File: config.mk
export PLATFORM = sky130hd
export DESIGN_NAME = rr_mux_4to1_16b
export DESIGN_NICKNAME = d
export VERILOG_FILES = /design/src/rtl/rr_mux_4to1_16b.sv
export SDC_FILE = /design/constraint.sdc
export NUM_CORES = 1
export LEC_CHECK = 0
export ABC_CLOCK_PERIOD_IN_PS = 6400
export CAP_MARGIN = 5
export CELL_PAD_IN_SITES_DETAIL_PLACEMENT = 1
export CELL_PAD_IN_SITES_GLOBAL_PLACEMENT = 2
export CORE_ASPECT_RATIO = 0.9
export CORE_MARGIN = 4
export CORE_UTILIZATION = 23
export CTS_BUF_LIST = sky130_fd_sc_hd__clkbuf_4 sky130_fd_sc_hd__clkbuf_8
export DETAILED_ROUTE_END_ITERATION = 10
export GPL_TIMING_DRIVEN = 0
export PLACE_DENSITY = 0.89
export RECOVER_POWER = 25
export SKIP_CTS_REPAIR_TIMING = 1
export SLEW_MARGIN = 40
export SYNTH_ARGS = -nofsm -noshare
export SYNTH_HDL_FRONTEND = slang
export SYNTH_SLANG_ARGS = --single-unit
File: constraint.sdc
create_clock -name clk -period 6.4 [get_ports clk]
set_clock_uncertainty 0.1 [all_clocks]
set_input_delay 0.96 -clock clk [delete_from_list [all_inputs] [get_ports clk]]
set_output_delay 0.96 -clock clk [all_outputs]
set_load 0.01 [all_outputs]
File: src/rtl/rr_mux_4to1_16b.sv
// rr_mux_4to1_16b
// Merges words from four source channels onto one registered output stream.
// Channels are granted in round-robin order. Each accepted word is tagged with
// the 2-bit index of the channel it came from.
//
// Ports
//   clk        rising-edge clock
//   rst_n      asynchronous active-low reset
//   in_data0-3 per-channel data
//   in_valid   bit i: channel i offers a word
//   in_ready   bit i: channel i's word is accepted this cycle (at most one bit high)
//   out_data   registered merged data
//   out_sel    registered source index of out_data
//   out_valid  out_data/out_sel hold a word
//   out_ready  consumer accepts the held word this cycle
//   rr_ptr     channel that currently has the highest priority (debug)
module rr_mux_4to1_16b #(
  parameter int unsigned WIDTH = 16
) (
  input  logic             clk,
  input  logic             rst_n,
  input  logic [WIDTH-1:0] in_data0,
  input  logic [WIDTH-1:0] in_data1,
  input  logic [WIDTH-1:0] in_data2,
  input  logic [WIDTH-1:0] in_data3,
  input  logic [3:0]       in_valid,
  output logic [3:0]       in_ready,
  output logic [WIDTH-1:0] out_data,
  output logic [1:0]       out_sel,
  output logic             out_valid,
  input  logic             out_ready,
  output logic [1:0]       rr_ptr
);

  logic [WIDTH-1:0] out_data_q, out_data_d;
  logic [1:0]       out_sel_q, out_sel_d;
  logic             out_valid_q, out_valid_d;
  logic [1:0]       rr_ptr_q, rr_ptr_d;

  logic             can_load;
  logic             grant_valid;
  logic [1:0]       grant_idx;
  logic [1:0]       scan_idx;
  logic [WIDTH-1:0] grant_data;
  logic             xfer;

  // The slot can take a word if it is empty or is being drained this cycle.
  assign can_load = !out_valid_q || out_ready;

  // Round-robin scan starting at rr_ptr; 2-bit addition wraps naturally.
  always_comb begin
    grant_valid = 1'b0;
    grant_idx   = 2'd0;
    scan_idx    = 2'd0;
    for (int k = 0; k < 4; k++) begin
      scan_idx = rr_ptr_q + 2'(k);
      if (!grant_valid && in_valid[scan_idx]) begin
        grant_valid = 1'b1;
        grant_idx   = scan_idx;
      end
    end
  end

  assign xfer = grant_valid && can_load;

  always_comb begin
    in_ready = 4'b0000;
    if (xfer) begin
      in_ready[grant_idx] = 1'b1;
    end
  end

  always_comb begin
    grant_data = in_data0;
    unique case (grant_idx)
      2'd0: grant_data = in_data0;
      2'd1: grant_data = in_data1;
      2'd2: grant_data = in_data2;
      2'd3: grant_data = in_data3;
      default: grant_data = in_data0;
    endcase
  end

  // Load and drain may happen on the same edge, giving one word per cycle.
  always_comb begin
    out_data_d  = out_data_q;
    out_sel_d   = out_sel_q;
    out_valid_d = out_valid_q;
    rr_ptr_d    = rr_ptr_q;
    if (xfer) begin
      out_data_d  = grant_data;
      out_sel_d   = grant_idx;
      out_valid_d = 1'b1;
      rr_ptr_d    = grant_idx + 2'd1;
    end else if (out_valid_q && out_ready) begin
      out_valid_d = 1'b0;
    end
  end

  always_ff @(posedge clk or negedge rst_n) begin
    if (!rst_n) begin
      out_data_q  <= '0;
      out_sel_q   <= 2'd0;
      out_valid_q <= 1'b0;
      rr_ptr_q    <= 2'd0;
    end else begin
      out_data_q  <= out_data_d;
      out_sel_q   <= out_sel_d;
      out_valid_q <= out_valid_d;
      rr_ptr_q    <= rr_ptr_d;
    end
  end

  assign out_data  = out_data_q;
  assign out_sel   = out_sel_q;
  assign out_valid = out_valid_q;
  assign rr_ptr    = rr_ptr_q;

endmodule

# == Yosys cells after proc, flatten, opt, wreduce, memory -nomap -nowiden ==
# Index checks and enable logic that the tools add are counted.
# word_totals
output_inout_bits,25
latchBits,0
regBits,21
romBits,0
ram_bits,0
memories,0
# classes
n_mul,0
n_reduce_logical,13
order_cmp,6
n_div,0
bitwise_logic,0
mux,22
eq_ne,3
n_shift,0
addsub,4
# ops
cell,n
case mux 16 bit (4 select lines),1
"less-than comparator 2 x 3 -> 1 bit, second input constant",5
2-to-1 mux 1 bit,11
binary-select mux 1 bit (select 2 bit),4
2-to-1 mux 2 bit,4
logical AND 1 bit,6
"adder 2 x 1 -> 2 bit, second input constant",2
"adder 2 bit, second input constant",2
"equality test 2 bit, second input constant",2
zero test 1 bit,4
2-to-1 mux 4 bit,1
demux 1 bit (select 2 bit),1
"equality test 2 x 1 -> 1 bit, second input constant",1
">= comparator 2 x 1 -> 1 bit, second input constant",1
zero test 2 bit,1
nonzero test 2 bit,1
logical OR 1 bit,1

# == Longest topological paths before layout ==
# logic_depth
word_depth,17
ltp_mapped,9
depth_no_buf,7

# == Worst setup path after synthesis ==
# Ideal clock, no wire load.
# synth_timing
path_type,input port to output port
from,input port in_valid[3]
to,output port in_ready[1]
arrival_ps,2275
path_slack_ps,3065
t_required_ps,5340
cell_stages,7
cell_sequence,nor2b_1 -> o21a_1 -> nor3_1 -> ha_1 -> clkbuf_1 -> clkbuf_1 -> and2_1
# synth_between
elab_chain_len,17
elab_cells_between_ends,29
# synth_rtl
element,line_no,text
from (decl),26,"input logic [3:0] in_valid,"
binary-select mux 1 bit (select 2 bit),57,if (!grant_valid && in_valid[scan_idx]) begin
2-to-1 mux 1 bit (not written as such),57,
2-to-1 mux 1 bit,57,
zero test 1 bit,57,
logical AND 1 bit,57,
2-to-1 mux 1 bit,57,
zero test 1 bit,57,
logical AND 1 bit,57,
(+2 left out),n/a,
logical AND 1 bit,57,
2-to-1 mux 2 bit (*),57,
via grant_idx[0],42,logic [1:0] grant_idx;
less-than comparator 2 x 3 -> 1 bit (not written as such) / >= comparator 2 x 1 -> 1 bit (equally long branches),69,in_ready[grant_idx] = 1'b1;
logical AND 1 bit (not written as such),69,
2-to-1 mux 1 bit (not written as such),69,
demux 1 bit (select 2 bit) (*),69,
2-to-1 mux 4 bit (*),68,if (xfer) begin
to (decl),27,"output logic [3:0] in_ready,"
# Mark *: on every way through the listed nets, which the timed path passes. The rest lies on a longest branch. The select of a mux whose other input is x is not followed.

# == Worst setup path in the final report ==
# Same ends and word-level chain as after synthesis.

==> results <==
- The run finished with clean final reports.
- The first routing iteration left 79 violations.
- In this run the most critical hold path is launched from out_data[8].
- The final standard cell utilization of the core is 41.8%.
- The later-pin clock latency in the skew report is 0.26 ns.
- The mapped cell area is 1490 µm².
- In the routed layout, each cell is associated on average with a via count of 4.57.
- STA puts the critical path data required time at approximately 5.3 ns.
- CTS built an H-tree with a depth of 1.
- The area of the core is 6180 µm².
- The standby leakage power is 1.13 nW.
- The maximum ir drop on the vdd rail is 0.135 mV.
- The cell area after placement is 2540 µm².
- The worst path uses 77.1% of the clock period.
- Clock-pin slew was measured on the worst setup and hold paths at 0.08 ns.
- The finished cells cover 2590 µm².
- The main flop type after synthesis is dfrtp_1.
- At the end of routability-driven placement, the weighted congestion stood at around 0.76.
- In the final timing run, aggregate negative setup slack is 0 ns.
- The first global-routing pass estimated 8.42 mm of wire.
- The beginning of the worst register-to-register path is rr_ptr[1].
- The worst-margin pin slew is 1.19 ns.
- The root buffer cell is clkbuf_8.
- For this run, the total global-route usage over all layers was measured as between 10% and 20%.
- The fraction of layout cells with a size suffix above 1 is 12.9%.
- The sequential cell area is 526 µm².
- The total design power is 0.829 mW.
- The number of clock buffers added by TritonCTS is 3.
- The worst setup path category is primary input to primary output.
- The top-level I/O count is 96.
- The width of the die is around 90 µm.
- The cell count after synthesis came out at 133.
- The count of nets left with antenna violations after detail routing is 0.
- Data arrives at the worst endpoint at 3.88 ns.
- The vertical die dimension is 84.3 µm.
- The clock passes through at most 2 buffers.
- The via count is 1458.
- Static timing analysis puts the maximum clock frequency at approximately 0.20 GHz.
- The count of flip-flops with a built-in enable after synthesis is 0.
- The max-capacitance violation count is 0.
- The die area is 7810 µm².
- Sequential cells were found to cover 35.4% of the synthesized design area.
- The area overhead of the layout relative to synthesis is 74.0%.
- The count of port buffers added during placement is 95.
- STA classifies the critical path endpoint as a primary output.
- 0 antenna diodes ended up in the layout.
- For this configuration, the core starts out at a cell density of 24.0%.
- For this block, the routed nets add up to 5.43 mm of wire.
- The highest net fanout along the worst path is 10.
- The top cell types in the final layout, fill and taps aside, are 94 x clkdlybuf4s50_1, 21 x dfrtp_1, 17 x inv_1.
- Summed over all layers, the global routing overflow is 0.
- Along the worst hold path, the cell count comes to 1.
- In the final layout, the multi-input gates occupy ~840 µm².
- The worst-case hold path end point is out_data[8].
- In the routed design, unresolved DRC markers number 0.
- For this design the ratio of total power to cell area is 320 nW/µm².
- The number of detailed-route iterations in the first pass is 5.
- Setup violations remaining at the end of the flow were counted as 0.
- The number of antenna violations at the first check in global routing was 0.
- The number of inserted filler cells in the final layout is 698.
- The maximum number of pins on one net before global-route repair is 22.
- The share of async-settable or async-resettable flops after synthesis is 100%.
- The tree built by TritonCTS fans out to 21 sinks.
- For flop-to-flop paths, the worst setup slack is about 3.5 ns.
- The wire length per cell after detailed routing is between 15 and 20 µm.
- The number of global-route vias before repair is 1583.
- The floorplan has 27 rows.
- The worst reg2reg path endpoint is out_data[8].
- Synthesis inferred 21 register bits.
- The worst setup path is launched from a primary input.
- The final hold violation count was 0.
- The number of pins with negative max-slew slack in the final report is 0.
- After synthesis, the mean cell area works out to 11.2 µm².
- The CTS tree is done.
- The net count after synthesis is 209.
- Leaving out fill and tap cells, the most frequent cell in the layout is clkdlybuf4s50_1.
- The remaining max-slew budget at the tightest pin is 20.4%.
- The number of different library cells used by synthesis comes to 32.
- Setup repair after global routing left no endpoint under its margin.
- Counting I/O delays and the setup requirement, the final critical path takes 4.94 ns.
- The final net count is 309.
- The worst-case reg-to-reg path depth is 9.
- The path class of the tightest hold or removal check is flip-flop to flip-flop.
- The count of yosys warnings during synthesis is 0.
- The half-perimeter wire length after detailed placement is 4.35 mm.
==> logic make-up (layout without fill, tap and decap cells) <==
| group | Yosys count | after routing | share of synthesized area, % |
|---|---|---|---|
| AOI/OAI and AO/OA | 26 | 26 | 15.7 |
| adders and majority gates | 5 | 5 | 4.21 |
| buffers and inverters | 27 | 126 | 8.16 |
| DFF | 21 | 21 | 35.4 |
| muxes | 33 | 33 | 27.4 |
| and+or+nand+nor | 21 | 21 | 9.09 |
==> registers in the layout, summed over array words and instances, names as in the netlist <==
| register | count |
|---|---|
| rr_ptr | 2 |
| out_valid | 1 |
| out_data | 16 |
| out_sel | 2 |
==> layout make-up <==
| cell class | count | area share, % |
|---|---|---|
| Timing Repair Buffer | 95 | 36.5 |
| Buffer | 10 | 2.23 |
| Clock inverter | 1 | 0.194 |
| Multi-Input combinational cell | 85 | 32.5 |
| Clock buffer | 3 | 1.60 |
| Sequential cell | 21 | 20.3 |
| Inverter | 17 | 2.47 |
| Tap cell | 87 | 4.21 |
==> where the power goes <==
part           total [mW]  leakage, nW  switching [mW]  internal, mW
Clock              0.0910       0.0255          0.0475        0.0435
Combinational       0.510        0.850           0.209         0.301
Sequential          0.228        0.254          0.0374         0.190
Total               0.829         1.13           0.294         0.535
==> worst max-delay path, stage by stage <==
cell,delay (ns)
clkdlybuf4s50_1,0.59
nor2b_1,0.09
o21a_1,0.23
nor3_1,0.29
ha_1,0.22
clkbuf_1,0.32
clkbuf_1,0.44
and2_1,0.20
clkdlybuf4s50_1,0.53
==> how the worst max path moves through the flow <==
stage / from / end / slack [ns] / cells past startpoint
floorplan: in_valid[3] / in_ready[1] / 3.07 / 7
global placement: in_valid[3] / in_ready[1] / 1.47 / 9
detailed placement: in_valid[3] / in_ready[1] / 1.44 / 9
CTS: in_valid[3] / in_ready[1] / 1.44 / 9
global route: in_valid[3] / in_ready[1] / 1.27 / 9
finish: in_valid[3] / in_ready[1] / 1.46 / 9
==> cells in the mapped netlist, drive strengths merged (2+ instances only) <==
master / instances / share of area, %
nor2b: 2 / 0.84
and2: 4 / 1.7
mux2i: 16 / 11
clkbuf: 4 / 1.0
mux2: 17 / 17
dfrtp: 21 / 35
nand2: 2 / 0.51
a222oi: 16 / 11
ha: 5 / 4.2
buf: 6 / 2.9
o21a: 2 / 1.0
nor2: 4 / 1.2
inv: 17 / 4.3
a21oi: 2 / 0.67
==> metal layers <==
layer	part of all wire, %	up-vias	track usage, %
li1	-	696	-
met1	41	705	15.6
met2	51	55	24.8
met3	8.1	2	4.84
met4	0.42	0	2.00
met5	0	-	0
==> metrics by stage <==
step                worst slack [ns]  instances  hold WS (ns)
floorplan                       3.07        133         0.446
global placement                1.47        315         0.391
detailed placement              1.44        315         0.395
CTS                             1.44        319         0.421
global route                    1.27        319         0.440
finish                          1.46        319         0.418
Power figures use the tool's default switching activity.
==> variant, RTL diff (same settings) <==
Change the parameter `WIDTH` from 16 to 32.
--- a/src/rtl/rr_mux_4to1_16b.sv
+++ b/src/rtl/rr_mux_4to1_16b.sv
@@ -15,7 +15,7 @@
 //   out_ready  consumer accepts the held word this cycle
 //   rr_ptr     channel that currently has the highest priority (debug)
 module rr_mux_4to1_16b #(
-  parameter int unsigned WIDTH = 16
+  parameter int unsigned WIDTH = 32
 ) (
   input  logic             clk,
   input  logic             rst_n,
Interface: changed (5 resized); port bits go from 96 to 176. The function was not compared with the original's and may differ.
==> variant against the unedited design <==
- the run now ends with max-capacitance violations, max-slew violations left
- routed wire length up 75%
- total power rose by 82%
- clock power increased by 140%
- sequential share of layout area grew 0.44 points
- combinational power is 74% higher
- cell area grew 72%
- hold slack got worse by 0.011 ns
- worst setup slack worse by 0.12 ns
- critical endpoint is now in_ready[3]
- area after synthesis increased by 64%
- sequential cell count increased by 16
==> variant: results (changes against the unedited design) <==
Worst path max stage delay 0.59 ns (about the same); Lkg Pwr 1.87 nW (was 1.13 nW); Hold Crit Class register to register (unchanged); CP delay by family, top buffers and inverters (unchanged); cts bufs inserted 5 (was 3); max FFs per register 32 (was 16); Post-synth top cells dfrtp_1 (37), inv_1 (34), mux2_2 (33), mux2i_1 (33), a222oi_1 (32) (was dfrtp_1 (21), inv_1 (17), a222oi_1 (16), mux2i_1 (16), mux2_4 (15)); Syn Area/Cell 11.0 µm² (was 11.2 µm²); CP max FO 10 (unchanged); YS warnings 0 (unchanged); DR vias/cell 4.81 (was 4.57); hpwl dp 7620 µm (was 4350 µm); Final #Nets 544 (was 309); post-synth cell types 28 (was 32); Final Max Slew Viols 38 (was 0); Worst-Skew Late Latency 0.28 ns (was 0.26 ns); global-route usage over all layers 14.9% (was 13.6%); register area share after synthesis 38.0% (was 35.4%); Fill cells 1155 (was 698); RePlAce Congestion 0.743 (was 0.762); failing checks max-capacitance violations, max-slew violations; WP data arrival 3.99 ns (was 3.88 ns); initial antenna violation count 0 (unchanged); Post-Layout Cell Count 534 (was 319); Pre-Repair DR Iteration Count 7 (was 5); clock slew at reported path FFs 0.07 ns; dpl ws 1.33 ns (was 1.44 ns); outcome finished with violations (was finished clean); CP Launch Type input port (unchanged); Ant. Diodes 0 (unchanged); Placed Area 0.00434 mm² (was 0.00254 mm²); transition time of the tightest slew-check pin 2.08 ns (was 1.19 ns); Setup-failing EPs final 0 (unchanged); worst vdd ir 0.106 mV (was 0.135 mV); CTS max path bufs 2 (unchanged); Placed Cells 526 (was 315); syn nets 362 (was 209); vias in the first global route 2852 (was 1583); largest cells by area after synthesis dfrtp_1 (38%), mux2_2 (15%), mux2i_1 (14%), a222oi_1 (13%), inv_1 (5.2%) (was dfrtp_1 (35%), mux2_4 (15%), a222oi_1 (11%), mux2i_1 (11%), inv_1 (4.3%)); Final Cell Area 0.00446 mm² (was 0.00259 mm²); largest net degree at the start of global routing 38 (was 22); Iter 0 DRT Violations 149 (was 79); H-Tree Depth 2 (was 1); slowest stage cell on the critical path clkdlybuf4s50_1 (unchanged); first-pass GRT wire length 14400 µm (was 8420 µm); max-cap viol count 1 (was 0); Routed WL 9530 µm (was 5430 µm); share of post-route cells with drive strength above 1 12.6% (was 12.9%); IO buf count 175 (was 95)
-- variant: worst paths after layout --
| kind | start | depth (start not counted) | endpoint | slack, ns |
|---|---|---|---|---|
| max in group asynchronous | rst_n | 1 | out_data[28] | 3.85 |
| hold reg to reg | out_data[24] | 1 | out_data[24] | 0.41 |
| min in group asynchronous | rst_n | 1 | out_data[16] | 1.16 |
| setup reg to reg | rr_ptr[1] | 9 | out_data[24] | 3.17 |
| hold / removal | out_data[24] | 1 | out_data[24] | 0.41 |
| setup / recovery | in_valid[1] | 9 | in_ready[3] | 1.35 |
-- variant: kinds of logic after synthesis --
kind of cell / synth area share, %
buf+inv: 9.36
flops: 38.0
mux: 28.8
fa+ha+maj: 2.57
compound gates: 15.8
simple gates: 5.35
-- variant: power breakdown --
group / switching, mW / internal (mW) / leakage (nW)
clock: 0.0841 / 0.131 / 0.0619
combinational: 0.386 / 0.503 / 1.36
sequential: 0.0590 / 0.341 / 0.450
-- variant: worst register-to-register path: cells and delay by family, from the launching register on --
family	cells	cell delay, ns
adder cells (fa/ha/maj)	1	0.22
AO/OA/AOI/OAI	1	0.52
AND/OR/NAND/NOR	2	0.63
multiplexers	3	0.69
flip-flops	1	0.47
buffers and inverters	2	0.49
-- variant: metal layers --
| metal | share of wire (%) | vias to the layer above | track usage (%) |
|---|---|---|---|
| met5 | 0 | - | 0 |
| li1 | - | 1200 | - |
| met4 | 1.4 | 0 | 3.15 |
| met3 | 11 | 11 | 5.05 |
| met1 | 38 | 1238 | 16.6 |
| met2 | 49 | 122 | 27.1 |
-- variant: cell type report --
type / instances / area share, %
buffer: 19 / 2.24
multi-input combinational: 132 / 28.7
clock buffer: 7 / 2.02
timing repair buffer: 175 / 39.1
inverter: 34 / 2.86
sequential: 37 / 20.8
clock inverter: 1 / 0.673
tap: 129 / 3.62
